$ cat src/rtl/deadtime_gen.sv
// Multi-channel programmable dead-time inserter for half-bridge gate drive.
// Blanks both drives after any command edge and blocks/latches shoot-through.
module deadtime_gen #(
  parameter int unsigned NUM_CH      = 3,
  parameter int unsigned DT_W        = 6,
  parameter bit          FAULT_LATCH = 1'b1
) (
  input  logic              clk,
  input  logic              rst,
  input  logic              enable,
  input  logic [DT_W-1:0]   dead_time,
  input  logic              fault_clr,
  input  logic [NUM_CH-1:0] high_in,
  input  logic [NUM_CH-1:0] low_in,
  output logic [NUM_CH-1:0] high_out,
  output logic [NUM_CH-1:0] low_out,
  output logic [NUM_CH-1:0] in_dead,
  output logic [NUM_CH-1:0] fault
);

  localparam logic [0:0] IDLE = 1'b0;
  localparam logic [0:0] DEAD = 1'b1;

  logic [NUM_CH-1:0]           state;
  logic [NUM_CH-1:0]           stateNext;
  logic [NUM_CH-1:0][DT_W-1:0] cnt;
  logic [NUM_CH-1:0][DT_W-1:0] cntNext;
  logic [NUM_CH-1:0][DT_W-1:0] dtL;
  logic [NUM_CH-1:0][DT_W-1:0] dtLNext;
  logic [NUM_CH-1:0]           prevHi;
  logic [NUM_CH-1:0]           prevLo;
  logic                        enPrev;

  logic [NUM_CH-1:0] chg;
  logic [NUM_CH-1:0] st;
  logic              enRise;
  logic [NUM_CH-1:0] deadNext;
  logic [NUM_CH-1:0] blank;
  logic [NUM_CH-1:0] faultNext;

  assign chg       = (high_in ^ prevHi) | (low_in ^ prevLo);
  assign st        = high_in & low_in;
  assign enRise    = enable & ~enPrev;
  assign faultNext = (fault & ~{NUM_CH{fault_clr}}) | (st & {NUM_CH{enable}});

  // Per-channel next state; enable edge restarts every channel like a command edge.
  always_comb begin
    stateNext = state;
    cntNext   = cnt;
    dtLNext   = dtL;
    deadNext  = '0;
    blank     = '0;
    for (int i = 0; i < NUM_CH; i++) begin
      if (!enable) begin
        stateNext[i] = IDLE;
        cntNext[i]   = '0;
      end else if (enRise || chg[i]) begin
        stateNext[i] = (dead_time != '0) ? DEAD : IDLE;
        cntNext[i]   = dead_time;
        dtLNext[i]   = dead_time;
      end else if (state[i] == DEAD) begin
        if (cnt[i] <= DT_W'(1)) begin
          stateNext[i] = IDLE;
          cntNext[i]   = '0;
        end else begin
          cntNext[i] = cnt[i] - DT_W'(1);
        end
      end
      deadNext[i] = (stateNext[i] == DEAD);
      blank[i]    = !enable || deadNext[i] || st[i] ||
                    (FAULT_LATCH && (fault[i] || st[i]));
    end
  end

  always_ff @(posedge clk) begin
    if (rst) begin
      state    <= '0;
      cnt      <= '0;
      dtL      <= '0;
      prevHi   <= '0;
      prevLo   <= '0;
      enPrev   <= 1'b0;
      high_out <= '0;
      low_out  <= '0;
      in_dead  <= '0;
      fault    <= '0;
    end else begin
      state    <= stateNext;
      cnt      <= cntNext;
      dtL      <= dtLNext;
      prevHi   <= high_in;
      prevLo   <= low_in;
      enPrev   <= enable;
      high_out <= high_in & ~blank;
      low_out  <= low_in & ~blank;
      in_dead  <= deadNext;
      fault    <= faultNext;
    end
  end

endmodule

$ cat config.mk
export PLATFORM = sky130hd
export DESIGN_NAME = deadtime_gen
export DESIGN_NICKNAME = d
export VERILOG_FILES = /design/src/rtl/deadtime_gen.sv
export SDC_FILE = /design/constraint.sdc
export NUM_CORES = 1
export LEC_CHECK = 0
export ABC_AREA = 1
export CAP_MARGIN = 20
export CORE_ASPECT_RATIO = 0.5
export CORE_MARGIN = 8
export CORE_UTILIZATION = 57
export CTS_CLUSTER_SIZE = 14
export DETAILED_ROUTE_END_ITERATION = 10
export MAX_ROUTING_LAYER = met4
export PLACE_DENSITY = 0.93
export SLEW_MARGIN = 15
export SYNTH_ARGS = -nofsm -noshare
export SYNTH_HDL_FRONTEND = slang
export SYNTH_SLANG_ARGS = --single-unit
export TNS_END_PERCENT = 50
$ cat constraint.sdc
create_clock -name clk -period 3.71 [get_ports clk]
set_input_delay 1.113 -clock clk [delete_from_list [all_inputs] [get_ports clk]]
set_output_delay 1.113 -clock clk [all_outputs]
set_load 0.1 [all_outputs]
==> flow_summary.json, run 1 <==
{
  "antenna_left": 0,
  "num_rows": 15,
  "place_area_um2": 2410,
  "syn-cell-area_um2": 2140,
  "grt_pass1_vias": 1927,
  "fin_crit_ns": 2.42,
  "cp-startpoint": "enable",
  "synth-adder-area-share_pct": 3.51,
  "drt_iter0_drc": 136,
  "synth_top_family_by_area": "simple AND/OR/NAND/NOR gates",
  "period_share_pct": 65.3,
  "synth_cell_types": 22,
  "layout.cells.non_filler": 417,
  "drt-pass1-iter-count": 5,
  "tritoncts": "built",
  "post-place-cells": 410,
  "cts-resized-gates": 0,
  "post-route-worst-setup-slack_ns": 1.29,
  "slew_viol_final": 0,
  "endpoint_kind": "flop",
  "hold_violations": 0,
  "portBuffers": 27,
  "yosys_warnings": 0,
  "dp_hpwl_um": 4050,
  "start_kind": "input pin",
  "cts_buffers": 5,
  "synth_compound_area_share_pct": 2.11,
  "grt_pass1_wl_um": 8760,
  "drv_cap": 0,
  "tightestPinTransition_ns": 0.423,
  "p_total_uw": 922,
  "irDropWorstVdd_uv": 235,
  "cts.sinks": 37,
  "rsz0062_at_grt": "false",
  "h-tree-depth": 2,
  "area_growth_pct": 17.0,
  "crit_type": "in2reg",
  "die_height_um": 59.3,
  "cts-root-buf": "clkbuf_8",
  "syn_nets": 357,
  "hold_class": "reg2reg",
  "clock.fmax_ghz": 0.413,
  "gp_congestion": 0.874,
  "coreArea_um2": 3510,
  "synth_seq_area_share_pct": 34.6,
  "post-place-ws_ns": 1.06,
  "grtUsageTotal_pct": 18.8,
  "synth-simple-area-share_pct": 45.0,
  "path_cells": "clkdlybuf4s50_1, nand2_4, nand3_1, nor2_2, nand2_1, nor2_1, nor2_1, nor2_1",
  "n_antenna_cell": 0,
  "antenna_found_initial": 0,
  "synth_mux_area_share_pct": 0,
  "skew_ns": 0.00184,
  "synthXorXnorAreaFrac_pct": 2.05,
  "fin_setup_tns_ns": 0,
  "drt_wl_total_um": 5240,
  "clkLatencyLatePin_ns": 0.28,
  "vias": 2099,
  "cp_max_fo": 12,
  "cp_data_arrival_time_ns": 2.64,
  "fillers": 291,
  "cts_hold_buf": 0,
  "endpoint": "cnt[5]",
  "ios": 28,
  "ctsLongestPathBuffers": 2,
  "nets": 388,
  "syn_inst": 335,
  "p_leak_nw": 1.36,
  "start_util_pct": 60.9,
  "multi_input_area_um2": 1130,
  "grt_start_max_net_pins": 17,
  "die-width_um": 103,
  "seq_area_um2": 741,
  "cp_common_cell": "nor2_1",
  "finalInstanceArea_um2": 2500,
  "r2r_slack_ns": 2.10,
  "slew_headroom_pct": 71.7,
  "syn_area_per_cell_um2": 6.38,
  "setup_violations": 0,
  "clk_pin_slew_ns": 0.07,
  "reg2regPathDepth": 10,
  "status": "finished, final reports clean",
  "overflow": 0,
  "drive_gt1_share_pct": 10.1,
  "die-area_um2": 6090,
  "post_cts_buffers": 0,
  "wl_per_cell_um": 12.6,
  "routed_via_density": 5.03,
  "max_stage_delay_ns": 0.49,
  "r2r_end": "high_out[2]",
  "drc_errors": 0,
  "slowest_stage": "clkdlybuf4s50_1",
  "r2r-start": "cnt[12]",
  "power_density_nw_per_um2": 369,
  "ys_ff_latch": 37,
  "cp.required_ns": 3.93
}
==> kinds of logic after synthesis <==
kind of cell    count (synthesis)
xor+xnor                        5
simple gates                  211
buf+inv                        68
compound gates                  8
fa+ha+maj                       6
flops                          37
==> cells in the mapped netlist, drive strengths merged <==
cell,n,area [µm²]
a21oi,3,15.0
buf,3,27.5
dfxtp,37,741
ha,6,75.1
inv,65,244
nand2,101,392
nand3,53,298
nand3b,5,37.5
nand4,6,37.5
nor2,46,198
o21ai,3,15.0
o21bai,2,15.0
xnor2,2,17.5
xor2,3,26.3
==> per-stage QoR <==
step           utilization [%]  hold WS (ns)
3_3_place_gp              68.8         0.494
3_5_place_dp              68.8         0.514
4_1_cts                   71.3         0.521
5_1_grt                   71.3         0.562
2_1_floorplan                -         0.557
6_report                  71.3         0.518
==> worst min-delay path by stage <==
stage	end	startpoint	slack, ns	cells after the start
detailed placement	fault[1]	fault[1]	0.51	2
floorplan	cnt[1]	cnt[1]	0.56	4
global route	fault[1]	fault[1]	0.56	2
global placement	fault[1]	fault[1]	0.49	2
CTS	fault[1]	fault[1]	0.52	2
finish	fault[1]	fault[1]	0.52	2
==> flip-flops by register name (all words and copies together), names as in the netlist <==
register  flops
fault         3
low_out       3
state         3
prevHi        3
cnt          18
enPrev        1
high_out      3
prevLo        3
==> critical path, delay by kind of cell <==
kind | cells | cell delay [ns]
buffers and inverters | 1 | 0.49
and+or+nand+nor | 7 | 1.05
==> routing by layer <==
metal / vias to the layer above / wire length (µm) / global-route usage, %
met2: 63 / 2420 / 29.0
li1: 1085 / - / -
met3: 4 / 292 / 4.22
met5: - / 0 / -
met1: 947 / 2480 / 24.1
met4: 0 / 44 / 5.17
==> final cells by class <==
type                       instances  share of cell area, %
multi-input combinational        230                   45.0
sequential                        37                   29.6
inverter                          65                   9.75
timing repair buffer              27                   9.60
clock buffer                       7                   3.45
tap                               51                   2.55
==> layout by cell type, fill, tap and decap left out, drive strengths merged <==
cell type and n:
ha 6, nand3 53, dfxtp 37, xnor2 2, a21oi 3, o21ai 3
nand2 101, nor2 46, clkbuf 7, inv 65, clkdlybuf4s50 15, xor2 3
nand3b 5, nand4 6, buf 12, o21bai 2
==> power breakdown <==
| group | total (mW) | internal [mW] | switching (mW) |
|---|---|---|---|
| clock network | 0.279 | 0.147 | 0.132 |
| registers | 0.431 | 0.415 | 0.0162 |
| logic | 0.211 | 0.0716 | 0.140 |
No activity file was read; power rests on OpenSTA's default activity.
==> inputs of run 2 (changes only) <==
Settings changed: CORE_UTILIZATION 57 to 49, PLACE_DENSITY 0.93 to 0.86.
Clock period 3.71 ns to 2.2 ns, I/O delays scaled along.
==> flow_summary.json, run 2 (same netlist as run 1, synthesis figures left out) <==
{
  "final_common_cell": "nand2_1",
  "utilization_pct": 60.5,
  "routed_via_density": 5.00,
  "cts-root-buf": "clkbuf_8",
  "cp_max_fo": 12,
  "cp_common_cell": "nor2_1",
  "skew_ns": 0.00913,
  "status": "finished, final reports clean",
  "die-area_um2": 6860,
  "clockPowerShare_pct": 35.4,
  "num_rows": 17,
  "path_cells": "clkdlybuf4s50_1, inv_1, nand2_1, nand3_2, nor2_4, nand2_1, nor2_1, nor2_1, nor2_1",
  "fin_setup_tns_ns": 0,
  "largest_reg_flops": 18,
  "crit_type": "in2reg",
  "layout.cells.non_filler": 427,
  "area_growth_pct": 21.5,
  "clkLatencyLatePin_ns": 0.30,
  "switchingPower_uw": 523,
  "setup_violations": 0,
  "hold_slack_ns": 0.529,
  "gp_congestion": 0.922,
  "cts_buffers": 5,
  "h-tree-depth": 2,
  "fin_crit_ns": 1.84,
  "nets": 391,
  "max_stage_delay_ns": 0.51,
  "drc_errors": 0,
  "cts.sinks": 37,
  "cts_hold_buf": 0,
  "period_share_pct": 83.5,
  "portBuffers": 27,
  "p_leak_nw": 1.39,
  "die-width_um": 109,
  "slew_headroom_pct": 80.2,
  "drive_gt1_share_pct": 11.4,
  "clk_pin_slew_ns": 0.08,
  "wl_per_cell_um": 11.9,
  "seq_power_share_pct": 43.0,
  "antenna_left": 0,
  "ctsLongestPathBuffers": 2,
  "power_frac_comb_pct": 21.6,
  "power.share.switching_pct": 30.9,
  "hold_class": "reg2reg",
  "tightestPinTransition_ns": 0.296,
  "grtUsageTotal_pct": 15.5,
  "cp.required_ns": 2.44,
  "cp_data_arrival_time_ns": 2.08,
  "hold_violations": 0,
  "intPower_mw": 1.17,
  "overflow": 0,
  "rsz0062_at_grt": "false",
  "power_density_nw_per_um2": 652,
  "post_cts_buffers": 0,
  "cts-resized-gates": 0,
  "slowest_stage": "clkdlybuf4s50_1",
  "die_height_um": 62.7,
  "post-place-cells": 419,
  "endpoint_kind": "flop",
  "clock.fmax_ghz": 0.545,
  "drt-pass1-iter-count": 4,
  "largest_register": "cnt",
  "tritoncts": "built",
  "antenna_found_initial": 0,
  "finalInstanceArea_um2": 2600,
  "dp_hpwl_um": 3960,
  "final_cell_mix": "nand2_1 (98), inv_1 (60), nand3_1 (48)",
  "grt_pass1_wl_um": 8760,
  "start_util_pct": 49.8,
  "drt_wl_total_um": 5070,
  "grt_start_max_net_pins": 17,
  "start_kind": "input pin",
  "vias": 2134,
  "slew_viol_final": 0,
  "place_area_um2": 2480,
  "ios": 28,
  "grt_pass1_vias": 1991,
  "drv_cap": 0,
  "irDropWorstVdd_uv": 501,
  "n_antenna_cell": 0,
  "drt_iter0_drc": 183,
  "coreArea_um2": 4300
}
run 2: power groups by stage:
stage / sequential, mW / combinational (mW) / clock (mW)
2_1_floorplan: 0.786 / 0.212 / 0
3_3_place_gp: 0.742 / 0.353 / 0
3_5_place_dp: 0.744 / 0.362 / 0
4_1_cts: 0.728 / 0.364 / 0.603
5_1_grt: 0.733 / 0.405 / 0.627
6_report: 0.729 / 0.366 / 0.599
run 2: layer usage:
| metal | track usage (%) | part of all wire, % |
|---|---|---|
| met2 | 24.1 | 47 |
| met4 | 4.84 | 1.0 |
| met3 | 2.98 | 5.0 |
| met1 | 19.8 | 47 |
| met5 | - | 0 |
run 2: layout make-up:
| class | instances | area, µm² |
|---|---|---|
| fill | 378 | 1700 |
| multi-input combinational | 230 | 1130 |
| sequential | 37 | 741 |
| timing repair buffer | 30 | 300 |
| inverter | 65 | 244 |
| tap | 57 | 71.3 |
| clock buffer | 5 | 68.8 |
| clock inverter | 3 | 46.3 |
run 2: through the flow:
step	setup slack [ns]	power (mW)
6_report	0.364	1.69
5_1_grt	0.244	1.77
4_1_cts	0.388	1.70
3_5_place_dp	0.0836	1.11
3_3_place_gp	0.135	1.09
2_1_floorplan	0.552	0.998
run 2: final timing paths:
kind / start / end / slack [ns] / cells past startpoint
max reg2reg: cnt[0] / state[0] / 0.57 / 9
min: fault[0] / fault[0] / 0.53 / 2
min reg2reg: fault[0] / fault[0] / 0.53 / 2
max: high_in[1] / cnt[11] / 0.36 / 9
run 2: critical path: cells and delay by family:
family	cells	cell delay (ns)
buffers and inverters	2	0.58
AND/OR/NAND/NOR	7	0.84
